==> config.mk <==
export PLATFORM = sky130hd
export DESIGN_NAME = clock_ratio_switcher
export DESIGN_NICKNAME = d
export VERILOG_FILES = /design/src/rtl/clkdiv_pkg.sv /design/src/rtl/ratio_counter.sv /design/src/rtl/clock_ratio_switcher.sv
export SDC_FILE = /design/constraint.sdc
export NUM_CORES = 1
export LEC_CHECK = 0
export ABC_AREA = 1
export CAP_MARGIN = 0
export CORE_UTILIZATION = 50
export DETAILED_ROUTE_END_ITERATION = 16
export PLACE_DENSITY = 0.75
export SETUP_SLACK_MARGIN = 0.3
export SYNTH_ARGS = -nofsm -noshare
export SYNTH_HDL_FRONTEND = slang
export SYNTH_SLANG_ARGS = --single-unit
==> constraint.sdc <==
create_clock -name i_clk -period 2.7 [get_ports i_clk]
set_clock_uncertainty 0.15 [all_clocks]
set_input_delay 0.54 -clock i_clk [delete_from_list [all_inputs] [get_ports i_clk]]
set_output_delay 0.54 -clock i_clk [all_outputs]
set_load 0.02 [all_outputs]
==> src/rtl/clkdiv_pkg.sv <==
// Shared constants, switcher FSM state type and ratio helper for the clock divider family.
package clkdiv_pkg;

    localparam int SEL_MIN = 1;
    localparam int SEL_MAX = 5;
    localparam int CNT_W   = 5;

    typedef enum logic {
        RUN,
        PEND
    } sw_state_t;

    // Terminal count for ratio 2**sel, i.e. the last cnt value of a period.
    function automatic logic [CNT_W-1:0] ratio_m1(input int sel);
        return CNT_W'((32'd1 << sel) - 32'd1);
    endfunction

endpackage

==> src/rtl/ratio_counter.sv <==
// Period counter for the ratio switcher: wrap detection plus registered clk_out and tick
// derived from the next-state count so they stay aligned with cnt.
module ratio_counter
    import clkdiv_pkg::*;
#(
    parameter int DEFAULT_SEL = 1,
    parameter int SEL_W       = 3
) (
    input  logic             i_clk,
    input  logic             i_rst_n,
    input  logic             i_en,
    input  logic [SEL_W-1:0] i_cur_sel,
    output logic             o_wrap,
    output logic             o_clk_out,
    output logic             o_tick
);

    logic [CNT_W-1:0] r_cnt;
    logic [CNT_W-1:0] w_ratioM1;
    logic [CNT_W-1:0] w_cntNext;
    logic             w_wrap;
    logic             r_clkOut;
    logic             r_tick;

    assign w_ratioM1 = ratio_m1(int'(i_cur_sel));
    assign w_wrap    = i_en && (r_cnt == w_ratioM1);
    assign w_cntNext = w_wrap ? '0 : r_cnt + CNT_W'(1);

    // A ratio change only lands on a wrap, where the next count is 0, so the old
    // ratio's half-point is still correct for the clk_out decision on that edge.
    always_ff @(posedge i_clk or negedge i_rst_n) begin
        if (!i_rst_n) begin
            r_cnt    <= ratio_m1(DEFAULT_SEL);
            r_clkOut <= 1'b0;
            r_tick   <= 1'b0;
        end else if (i_en) begin
            r_cnt    <= w_cntNext;
            r_clkOut <= (w_cntNext <= (w_ratioM1 >> 1));
            r_tick   <= (w_cntNext == '0);
        end else begin
            r_tick   <= 1'b0;
        end
    end

    assign o_wrap    = w_wrap;
    assign o_clk_out = r_clkOut;
    assign o_tick    = r_tick;

endmodule

==> src/rtl/clock_ratio_switcher.sv <==
// Programmable /2../32 divider with a valid/ready ratio request that is only applied on a
// period boundary, so clk_out never shows a runt or stretched pulse.
module clock_ratio_switcher
    import clkdiv_pkg::*;
#(
    parameter int DEFAULT_SEL = 1,
    parameter int SEL_W       = 3
) (
    input  logic             i_clk,
    input  logic             i_rst_n,
    input  logic             i_en,
    input  logic [SEL_W-1:0] i_sel,
    input  logic             i_sel_valid,
    output logic             o_sel_ready,
    output logic [SEL_W-1:0] o_cur_sel,
    output logic             o_clk_out,
    output logic             o_tick,
    output logic             o_busy,
    output logic             o_sel_err
);

    sw_state_t        r_state;
    sw_state_t        w_stateNext;
    logic [SEL_W-1:0] r_curSel;
    logic [SEL_W-1:0] w_curSelNext;
    logic [SEL_W-1:0] r_pendSel;
    logic [SEL_W-1:0] w_pendSelNext;
    logic             r_selErr;
    logic             w_selErrNext;
    logic             w_wrap;
    logic             w_accept;
    logic             w_legal;

    assign w_accept = i_sel_valid && (r_state == RUN);
    assign w_legal  = (int'(i_sel) >= SEL_MIN) && (int'(i_sel) <= SEL_MAX);

    ratio_counter #(
        .DEFAULT_SEL (DEFAULT_SEL),
        .SEL_W       (SEL_W)
    ) u_counter (
        .i_clk     (i_clk),
        .i_rst_n   (i_rst_n),
        .i_en      (i_en),
        .i_cur_sel (r_curSel),
        .o_wrap    (w_wrap),
        .o_clk_out (o_clk_out),
        .o_tick    (o_tick)
    );

    always_ff @(posedge i_clk or negedge i_rst_n) begin
        if (!i_rst_n) begin
            r_state   <= RUN;
            r_curSel  <= SEL_W'(DEFAULT_SEL);
            r_pendSel <= '0;
            r_selErr  <= 1'b0;
        end else begin
            r_state   <= w_stateNext;
            r_curSel  <= w_curSelNext;
            r_pendSel <= w_pendSelNext;
            r_selErr  <= w_selErrNext;
        end
    end

    // A request that arrives exactly on the wrap edge is applied at once; any other
    // legal request (including one equal to the current ratio) waits in PEND.
    always_comb begin
        w_stateNext   = r_state;
        w_curSelNext  = r_curSel;
        w_pendSelNext = r_pendSel;
        w_selErrNext  = 1'b0;
        case (r_state)
            RUN: begin
                if (w_accept) begin
                    if (!w_legal) begin
                        w_selErrNext = 1'b1;
                    end else begin
                        w_pendSelNext = i_sel;
                        if (w_wrap) begin
                            w_curSelNext = i_sel;
                        end else begin
                            w_stateNext = PEND;
                        end
                    end
                end
            end
            PEND: begin
                if (w_wrap) begin
                    w_curSelNext = r_pendSel;
                    w_stateNext  = RUN;
                end
            end
            default: w_stateNext = RUN;
        endcase
    end

    assign o_sel_ready = (r_state == RUN);
    assign o_busy      = (r_state == PEND);
    assign o_cur_sel   = r_curSel;
    assign o_sel_err   = r_selErr;

endmodule

## Yosys cells after proc, flatten, opt, wreduce, memory -nomap -nowiden

Index checks and enable logic that the tools add are counted.
Widths: inputs -> output; s select.

- Bits in registers: 15
- Latch bits: 0
- Memory bits (writable): 0
- Memory bits (read-only): 0
- Input bits: 7
- Word-level logic and storage cells: 39
- Memories: 0

- Add/subtract/negate cells: 2
- Multiply operators: 0
- Div/mod/pow operators: 0
- $lt $le $gt $ge: 3
- Eq/ne operators: 5
- Shift operators: 1
- Multiplexer cells: 14
- Bitwise operators: 1
- Reductions and logical operators: 6

Operators by type and width:

| operator | count |
|---|---|
| $mux 3 | 4 |
| $ne 2x1->1 const B | 4 |
| $mux 1 | 7 |
| $pmux 3 s2 | 1 |
| $add 5x1->5 const B | 1 |
| $eq 5x5->1 | 1 |
| $le 5x4->1 | 1 |
| $logic_not 5->1 | 1 |
| $mux 5 | 1 |
| $shl 1x3->5 const A | 1 |
| $sub 5x1->5 const B | 1 |
| $reduce_and 4->1 | 1 |
| $ge 3x1->1 const B | 1 |
| $le 3x3->1 const B | 1 |
| $logic_and 1x1->1 | 3 |
| $reduce_and 3->1 | 1 |
| $pmux 1 s2 | 1 |
| $not 1->1 | 1 |

## Longest topological paths before layout

Gate-level depths: netlist of the first run.

- Word-level depth: 8
- Depth in mapped cells: 15

## Cells and area by module

From an unflattened synthesis of the first run, not the netlist that was laid out.

- Cell total of the unflattened synthesis: 133
- Area total of the unflattened synthesis: 958.4 sq um

Modules (own cells, without submodules):

| module | instances | cells an instance | area each (sq um) | seq. area each (sq um) |
|---|---|---|---|---|
| ratio_counter | 1 | 89 | 574.3 | 176.4 |
| clock_ratio_switcher | 1 | 44 | 384.1 | 201.4 |

## Worst setup path after synthesis of the first run

Ideal clock, no wire load.

- Kind: flip-flop to flip-flop
- Start: register r_curSel[0] (netlist: o_cur_sel[0])
- End: register u_counter.r_clkOut (netlist: u_counter.o_clk_out)
- Data arrival time: 2.001 ns
- Slack: 0.484 ns
- Stages on the path, launching flop included: 16
- Path buffers: 0
- Path through: dfstp_2 -> inv_1 -> nand2_1 -> nand2_1 -> nand2_1 -> nand2_2 -> nor2_4 -> nand2_4 -> inv_4 -> nor3_1 -> ha_1 -> a21oi_1 -> a21boi_0 -> o21ai_0 -> nand3_1 -> nand2_1

- Word-level cells in the longest chain between the ends: 6

RTL lines:

| what | line | text |
|---|---|---|
| start, declared | clock_ratio_switcher.sv:24 | `logic [SEL_W-1:0] r_curSel;` |
| start signal, assigned | clock_ratio_switcher.sv:53 | `r_curSel <= SEL_W'(DEFAULT_SEL);` |
| start signal, assigned | clock_ratio_switcher.sv:58 | `r_curSel <= w_curSelNext;` |
| $shl 1x3->5 | clkdiv_pkg.sv:15 | `return CNT_W'((32'd1 << sel) - 32'd1);` |
| $sub 5x1->5 | clkdiv_pkg.sv:15 |  |
| $eq 5x5->1 | ratio_counter.sv:26 | `assign w_wrap = i_en && (r_cnt == w_ratioM1);` |
| $logic_and 1x1->1 | ratio_counter.sv:26 |  |
| $mux 5 | ratio_counter.sv:27 | `assign w_cntNext = w_wrap ? '0 : r_cnt + CNT_W'(1);` |
| via u_counter.w_cntNext[2] | ratio_counter.sv:20 | `logic [CNT_W-1:0] w_cntNext;` |
| $le 5x4->1 | ratio_counter.sv:38 | `r_clkOut <= (w_cntNext <= (w_ratioM1 >> 1));` |
| end signal, assigned | ratio_counter.sv:38 |  |
| end, declared | ratio_counter.sv:22 | `logic r_clkOut;` |

The timed path passes the listed nets, and every way through them passes these cells.
A chain may end at the register's enable or synchronous reset.

## Final worst setup path of the first run

Ends and elaborated chain as after synthesis.

==> impl_metrics.env, run 1 <==
export IMPL_drtPass1Iterations=4
export IMPL_initial_utilization=0.543
export IMPL_cts_tree="built"
export IMPL_crit_required_ns=2.73
export IMPL_die_area_sq_um=2070
export IMPL_tightest_slew_ns=0.712
export IMPL_critical_path_depth=15
export IMPL_drive_above_1_share=0.204
export IMPL_cts_root_buf="clkbuf_4"
export IMPL_hold_violations=0
export IMPL_arrival_ns=2.35
export IMPL_netlist_instances=129
export IMPL_layout_worst_path_cycle_share=0.862
export IMPL_path_clk_slew_ns=0.10
export IMPL_slew_headroom=0.524
export IMPL_status="finished clean"
export IMPL_fin_crit_ns=2.33
export IMPL_cp_slowest_cell="dfstp_2"
export IMPL_holdWs_ns=0.341
export IMPL_ios=15
export IMPL_postRouteAntennaNets=0
export IMPL_ys_warn_count=0
export IMPL_wl_um=2140
export IMPL_core_sq_um=1750
export IMPL_htreeDepth=1
export IMPL_syn_num_nets=141
export IMPL_rsz0062_at_grt="false"
export IMPL_synth_seq_cells=15
export IMPL_syn_area_per_cell_sq_um=7.35
export IMPL_cp_start_kind="flop"
export IMPL_path_max_fanout=8
export IMPL_die_w_um=45.6
export IMPL_fmax_ghz=0.430
export IMPL_synth_area_top_cells="dfrtp_1 34%, nand2_1 16%, o21ai_0 7.4%"
export IMPL_critical_path_top_delay_family="simple AND/OR/NAND/NOR gates"
export IMPL_port_buffers=14
export IMPL_antenna_found_initial=0
export IMPL_place_congestion=0.834
export IMPL_insertion_delay_ns=0.29
export IMPL_clockBufferDepth=2
export IMPL_layout_common_cells="37 x nand2_1, 14 x inv_1, 13 x o21ai_0, 13 x clkdlybuf4s50_1, 12 x dfrtp_1"
export IMPL_netlist_area_leader_share=0.343
export IMPL_crit_chain="inv_1, nand2_2, nand2_2, nand2_2, nand2_2, nor2_4, nand2_4, inv_4, nor3_2, ha_1, nand3b_1, a21boi_2, o21ai_1, nand3_1, nand2_1"
export IMPL_setup_violations=0
export IMPL_hp_class="flop to flop"
export IMPL_grt_usage=0.222
export IMPL_ys_types=21
export IMPL_grt_max_degree=16
export IMPL_routedWlPerCell_um=12.1
export IMPL_power_density_nw_per_um2=1230
export IMPL_layout_commonest_cell="nand2_1"
export IMPL_stdcell_area_sq_um=1210
export IMPL_placed_cell_area_sq_um=1130
export IMPL_end_kind="flop"
export IMPL_fin_cells=177
export IMPL_yosys_area_top_type="dfrtp_1"
export IMPL_rows=15
export IMPL_cts_buffers=3
export IMPL_rr_worst_depth=15
export IMPL_overflow=0
export IMPL_dp_hpwl_um=1470
export IMPL_path_class="flop to flop"
export IMPL_max_stage_delay_ns=0.58
export IMPL_cp_num_buf_inv=2
export IMPL_critPathMostFrequentCell="nand2_2"
export IMPL_clkSinkCount=15
export IMPL_syn_to_final_growth_pct=28.0
export IMPL_synth_area_sq_um=948
export IMPL_placed_cells=170
export IMPL_grt_pass1_vias=741
export IMPL_maxCapViolCount=0
export IMPL_ir_drop_v=0.000668
export IMPL_cellLeakagePower_nw=0.626
export IMPL_holdBufCountCts=0
export IMPL_via_count=882
export IMPL_grt_pass1_wl_um=3200
export IMPL_drv_slew=0
export IMPL_holdPathStages=2
export IMPL_drt_initial_drc_count=30
export IMPL_yosysSeqAreaShare=0.398
export IMPL_n_antenna_cell=0
export IMPL_fp_dieH_um=45.6
export IMPL_layout_nets=165
export IMPL_drc_errors=0
export IMPL_setup_tns_ns=0
export IMPL_fin_util=0.695
export IMPL_via_per_inst=4.98
metal layers:
metal | vias to the layer above | track usage | share of wire
met1 | 404 | 0.330 | 0.53
li1 | 461 | - | -
met2 | 13 | 0.317 | 0.44
met4 | 0 | 0.0909 | 0.013
met3 | 4 | 0.0357 | 0.022
met5 | - | 0 | 0
per-stage QoR:
| stage | power, mW | worst slack [ns] |
|---|---|---|
| after floorplan | 0.983 | 0.484 |
| after global placement | 1.19 | 0.166 |
| after detailed placement | 1.22 | 0.0774 |
| after CTS | 1.35 | 0.319 |
| after global routing | 1.61 | 0.250 |
| final | 1.49 | 0.373 |
worst paths after layout:
check                      slack, ns                              end                     start
setup / recovery                0.37  u_counter.o_clk_out$_DFFE_PN0P_  o_cur_sel[0]$_DFFE_PN1P_
hold / removal                  0.34         r_pendSel[0]$_DFFE_PN0P_  r_pendSel[0]$_DFFE_PN0P_
setup reg to reg                0.37  u_counter.o_clk_out$_DFFE_PN0P_  o_cur_sel[0]$_DFFE_PN1P_
hold reg to reg                 0.34         r_pendSel[0]$_DFFE_PN0P_  r_pendSel[0]$_DFFE_PN0P_
max in group asynchronous       1.39         o_cur_sel[2]$_DFFE_PN0P_                   i_rst_n
min in group asynchronous       0.52         r_pendSel[1]$_DFFE_PN0P_                   i_rst_n
report_power, final:
group	total [mW]	internal, mW	switching (mW)
clock	0.134	0.0551	0.0785
sequential	0.428	0.326	0.102
combinational	0.926	0.402	0.525
Yosys cell counts, drive strengths merged:
| cell type | instances |
|---|---|
| nand2 | 47 |
| inv | 17 |
| o21ai | 16 |
| dfrtp | 13 |
| nand3 | 11 |
| nor2 | 9 |
| ha | 5 |
| a21oi | 3 |
| dfstp | 2 |
| xor2 | 2 |
| a21boi | 1 |
| nand3b | 1 |
| nand4 | 1 |
| nor3 | 1 |
layout make-up:
class | count | area (sq um)
fillers | 144 | 532
clock buffers | 3 | 22.5
multi-input cells | 97 | 527
clock inverters | 1 | 5.00
flip-flops and latches | 15 | 379
repair buffers | 19 | 180
inverters | 17 | 68.8
well taps | 25 | 31.3
cell families (layout without fill, tap and decap cells):
family | Yosys count | count (layout) | synth area share
adders and majority gates | 5 | 5 | 0.0660
DFF | 15 | 15 | 0.398
and+or+nand+nor | 70 | 70 | 0.339
xor gates and xnor gates | 2 | 2 | 0.0185
AOI/OAI and AO/OA | 20 | 20 | 0.108
buffers and inverters | 17 | 40 | 0.0699
sequential cells by signal, indices dropped and copies added (netlist names):
| register | cells |
|---|---|
| o_busy | 1 |
| o_cur_sel | 3 |
| o_sel_err | 1 |
| r_pendSel | 3 |
| u_counter.o_clk_out | 1 |
| u_counter.o_tick | 1 |
| u_counter.r_cnt | 5 |
tightest hold or removal path, cell delays in order, from the launching register on:
cell,delay [ns]
dfrtp_1,0.36
nand2_1,0.05
o21ai_0,0.06
timing repair:
action / in CTS / in global routing
buffers inserted: 0 / 3
resized for setup: 0 / 12
setup endpoints to repair: 0 / 1
No activity file was read; power rests on OpenSTA's default activity.
==> run 2, diff against run 1 <==
Settings changed: CORE_UTILIZATION 50 to 45, PLACE_DENSITY 0.75 to 0.69, SLEW_MARGIN set to 40.
==> run 2 against run 1 <==
Non-clock buffer count decreased by 2. Global-route usage decreased by 1.6 points. Utilization down 9.4 points. Worst hold slack improved by 0.0021 ns. Via count down 1.9%. Die area increased by 11%. Critical path type is now flop to output pin.
==> impl_metrics.env, run 2 (synthesized netlist as in run 1, its figures left out) <==
export IMPL_rows=16
export IMPL_port_buffers=14
export IMPL_die_w_um=47.9
export IMPL_path_max_fanout=4
export IMPL_rr_worst_depth=13
export IMPL_drive_above_1_share=0.140
export IMPL_routedWlPerCell_um=11.0
export IMPL_drt_initial_drc_count=30
export IMPL_syn_to_final_growth_pct=24.4
export IMPL_dp_hpwl_um=1510
export IMPL_wl_um=1950
export IMPL_n_antenna_cell=0
export IMPL_drc_errors=0
export IMPL_setup_tns_ns=0
export IMPL_status="finished clean"
export IMPL_tightest_slew_ns=0.679
export IMPL_cellLeakagePower_nw=0.609
export IMPL_path_clk_slew_ns=0.10
export IMPL_htreeDepth=1
export IMPL_largest_register="u_counter.r_cnt"
export IMPL_layout_commonest_cell="nand2_1"
export IMPL_power_density_nw_per_um2=1170
export IMPL_initial_utilization=0.483
export IMPL_seqCellArea_sq_um=378
export IMPL_core_sq_um=1960
export IMPL_grt_pass1_wl_um=3130
export IMPL_grt_pass1_vias=718
export IMPL_nFillCells=210
export IMPL_power_mw=1.38
export IMPL_layout_common_cells="41 x nand2_1, 14 x inv_1, 14 x clkdlybuf4s50_1"
export IMPL_holdWs_ns=0.343
export IMPL_clockBufferDepth=2
export IMPL_place_congestion=0.888
export IMPL_layout_nets=163
export IMPL_r2r_start="o_cur_sel[2]$_DFFE_PN0P_"
export IMPL_drtPass1Iterations=4
export IMPL_ios=15
export IMPL_grt_usage=0.206
export IMPL_multi_input_area_sq_um=509
export IMPL_crit_required_ns=2.01
export IMPL_via_count=865
export IMPL_drv_slew=0
export IMPL_overflow=0
export IMPL_rsz0062_at_grt="false"
export IMPL_die_area_sq_um=2300
export IMPL_ir_drop_v=0.000552
export IMPL_slew_headroom=0.546
export IMPL_arrival_ns=1.58
export IMPL_layout_worst_path_cycle_share=0.842
export IMPL_grt_max_degree=16
export IMPL_cp_start_kind="flop"
export IMPL_cts_tree="built"
export IMPL_hold_violations=0
export IMPL_holdPathStages=2
export IMPL_via_per_inst=4.89
export IMPL_fin_util=0.601
export IMPL_hold_start="r_pendSel[0]$_DFFE_PN0P_"
export IMPL_worstHoldEndpoint="r_pendSel[0]$_DFFE_PN0P_"
export IMPL_postRouteAntennaNets=0
export IMPL_fp_dieH_um=47.9
export IMPL_rrSetupSlack_ns=0.47
export IMPL_r2r_end="u_counter.o_clk_out$_DFFE_PN0P_"
export IMPL_hp_class="flop to flop"
export IMPL_cts_buffers=3
export IMPL_antenna_found_initial=0
export IMPL_cts_root_buf="clkbuf_4"
export IMPL_largest_reg_flops=5
export IMPL_end_kind="output pin"
export IMPL_fin_crit_ns=2.27
export IMPL_setup_violations=0
export IMPL_path_class="flop to output pin"
export IMPL_clkSinkCount=15
export IMPL_insertion_delay_ns=0.29
export IMPL_fmax_ghz=0.440
export IMPL_maxCapViolCount=0
==> run 2: changes by cell type in the layout (fill, tap and decap cells not counted), sizes merged <==
cell	change
buf	-2
dlymetal6s2s	-1
clkdlybuf4s50	+1
==> run 2: what timing repair did <==
action                     in CTS  in global routing
setup endpoints to repair       0                  1
resized for setup               0                  4
buffers inserted                0                  1
hold endpoints to repair        0                  0
hold buffers                    0                  0
==> run 2: layout make-up <==
type	count	share of cell area
Inverter	17	0.0583
Multi-Input combinational cell	97	0.432
Sequential cell	15	0.320
Timing Repair Buffer	17	0.138
Tap cell	27	0.0286
Clock buffer	3	0.0191
Clock inverter	1	0.00424
==> run 2: worst max-delay path, stage by stage, from the launching register on <==
cell and delay (ns):
dfstp_2 0.57, buf_4 0.12, clkdlybuf4s50_1 0.60
==> run 2: how the worst max path moves through the flow <==
stage	startpoint	end	slack (ns)	cells after the start
2_1_floorplan	o_cur_sel[0]$_DFFE_PN1P_	u_counter.o_clk_out$_DFFE_PN0P_	0.48	15
3_3_place_gp	i_en	u_counter.o_clk_out$_DFFE_PN0P_	0.14	14
3_5_place_dp	i_en	u_counter.o_clk_out$_DFFE_PN0P_	0.09	14
4_1_cts	i_en	u_counter.o_clk_out$_DFFE_PN0P_	0.40	14
5_1_grt	i_en	u_counter.o_clk_out$_DFFE_PN0P_	0.31	14
6_report	o_cur_sel[0]$_DFFE_PN1P_	o_cur_sel[0]	0.43	2
==> run 2: power by group <==
group          switching (mW)  internal [mW]  leakage (nW)
combinational           0.477          0.350         0.405
sequential             0.0943          0.325         0.186
clock                  0.0782         0.0552        0.0177
==> run 2: metrics by stage <==
step / cell area (sq um) / instances / setup WS [ns]
after floorplan: 948 / 129 / 0.484
after global placement: 1140 / 172 / 0.141
after detailed placement: 1140 / 172 / 0.0887
after CTS: 1160 / 176 / 0.396
after global routing: 1180 / 177 / 0.312
final: 1180 / 177 / 0.426
==> run 2: metal layers <==
layer,global-route usage,routed length [um],up-vias
met5,0,0,-
met4,0.117,36,0
met3,0.0528,129,5
met2,0.268,827,25
met1,0.303,957,377
li1,-,-,458
==> run 3, diff against run 2 <==
Clock period 2.7 ns to 2.1 ns, I/O delays scaled along.
==> run 3 against run 2 <==
Largest power group unchanged. Global-route usage up 2.4 points. Highest routed layer unchanged. The flow now finishes with violations (negative setup slack). Via count up 18%. Register-to-register slack worse by 0.55 ns. Flip-flop and latch count unchanged. Total power up 63%. Wire length up 35%. Cell area up 19%.
==> impl_metrics.env, run 3 (synthesized netlist as in run 1, its figures left out) <==
export IMPL_fin_cells=194
export IMPL_hp_class="primary input to async pin"
export IMPL_insertion_delay_ns=0.29
export IMPL_crit_required_ns=2.13
export IMPL_dp_hpwl_um=1580
export IMPL_ios=15
export IMPL_fin_util=0.718
export IMPL_layout_commonest_cell="nand2_1"
export IMPL_initial_utilization=0.483
export IMPL_rows=16
export IMPL_cp_start_kind="flop"
export IMPL_r2r_start="o_cur_sel[0]$_DFFE_PN1P_"
export IMPL_placed_cell_area_sq_um=1220
export IMPL_antenna_found_initial=0
export IMPL_n_antenna_cell=0
export IMPL_clkSinkCount=15
export IMPL_power_density_nw_per_um2=1600
export IMPL_status="complete, but fails checks"
export IMPL_die_area_sq_um=2300
export IMPL_holdBufCountCts=0
export IMPL_largest_register="u_counter.r_cnt"
export IMPL_die_w_um=47.9
export IMPL_path_class="flop to flop"
export IMPL_layout_worst_path_cycle_share=1.04
export IMPL_clockBufferDepth=2
export IMPL_drc_errors=0
export IMPL_layout_nets=180
export IMPL_postRouteAntennaNets=0
export IMPL_tightest_slew_ns=0.303
export IMPL_setup_violations=1
export IMPL_power_mw=2.25
export IMPL_grt_max_degree=16
export IMPL_routedWlPerCell_um=13.6
export IMPL_placed_cells=183
export IMPL_stdcell_area_sq_um=1410
export IMPL_r2r_end="u_counter.o_clk_out$_DFFE_PN0P_"
export IMPL_wl_um=2640
export IMPL_violations="negative setup slack"
export IMPL_multi_input_area_sq_um=601
export IMPL_grt_pass1_vias=813
export IMPL_startpoint="o_cur_sel[0]$_DFFE_PN1P_"
export IMPL_hold_violations=0
export IMPL_grt_usage=0.230
export IMPL_overflow=0
export IMPL_via_count=1021
export IMPL_cellLeakagePower_nw=0.737
export IMPL_drv_slew=0
export IMPL_port_buffers=14
export IMPL_rsz0062_at_grt="true"
export IMPL_drt_initial_drc_count=23
export IMPL_syn_to_final_growth_pct=48.5
export IMPL_slew_headroom=0.796
export IMPL_place_congestion=0.892
export IMPL_arrival_ns=2.21
export IMPL_fin_crit_ns=2.18
export IMPL_drive_above_1_share=0.365
export IMPL_fin_ws_ns=-0.0796
export IMPL_ir_drop_v=0.000877
export IMPL_drtPass1Iterations=4
export IMPL_fmax_ghz=0.459
export IMPL_layout_common_cells="31 x nand2_1, 16 x buf_4, 12 x o21ai_0, 12 x dfrtp_1"
export IMPL_htreeDepth=1
export IMPL_largest_reg_flops=5
export IMPL_end_kind="flop"
export IMPL_cts_tree="built"
export IMPL_path_clk_slew_ns=0.10
export IMPL_seqCellArea_sq_um=379
export IMPL_rrSetupSlack_ns=-0.08
export IMPL_rr_worst_depth=15
export IMPL_via_per_inst=5.26
export IMPL_fp_dieH_um=47.9
export IMPL_grt_pass1_wl_um=3610
export IMPL_cts_root_buf="clkbuf_4"
export IMPL_cts_buffers=3
export IMPL_maxCapViolCount=0
export IMPL_core_sq_um=1960
export IMPL_nFillCells=167
export IMPL_holdWs_ns=0.283
export IMPL_path_max_fanout=6
run 3: area by class of cell:
class,instances,share of cell area
sequential,15,0.269
inverter,17,0.0488
tap,27,0.0240
clock buffer,3,0.0160
clock inverter,1,0.00355
timing repair buffer,34,0.212
multi-input combinational,97,0.426
run 3: through the flow:
stage / worst slack [ns] / TNS [ns]
global placement: -0.273 / -0.273
detailed placement: -0.361 / -0.361
global route: -0.170 / -0.234
finish: -0.0796 / -0.0796
floorplan: -0.0471 / -0.0471
CTS: -0.126 / -0.126
run 3: where the power goes:
part / total, mW / switching, mW / internal, mW
logic: 1.54 / 0.828 / 0.710
clock network: 0.170 / 0.0996 / 0.0708
registers: 0.540 / 0.121 / 0.419
run 3: layer usage:
metal,share of wire,wire (um),GRT usage
met1,0.42,1120,0.328
met2,0.49,1300,0.335
met3,0.049,129,0.0491
met4,0.034,89,0.0944
met5,0,0,0
run 3: how the worst max path moves through the flow:
stage | end | slack, ns | cells after the start
floorplan | u_counter.o_clk_out$_DFFE_PN0P_ | -0.05 | 15
global placement | u_counter.o_clk_out$_DFFE_PN0P_ | -0.27 | 14
detailed placement | u_counter.o_clk_out$_DFFE_PN0P_ | -0.36 | 14
CTS | u_counter.o_clk_out$_DFFE_PN0P_ | -0.13 | 15
global route | u_counter.o_clk_out$_DFFE_PN0P_ | -0.17 | 15
finish | u_counter.o_clk_out$_DFFE_PN0P_ | -0.08 | 15
run 3: worst max-delay path, stage by stage (launching register included):
cell and delay [ns]:
dfstp_2 0.57, inv_2 0.06, nand2_4 0.08, nand2_4 0.05, nand2_2 0.07, nand2_2 0.07, nor2_4 0.10, nand2_4 0.09
inv_4 0.08, nor3_4 0.04, ha_4 0.29, nand3b_1 0.09, a21boi_2 0.13, o21ai_1 0.07, nand3_1 0.08, nand2_1 0.05
run 3: repair_timing:
item,CTS,global route
setup endpoints to repair,8,10
pin swaps,9,15
setup buffers,3,4
resized for setup,17,27
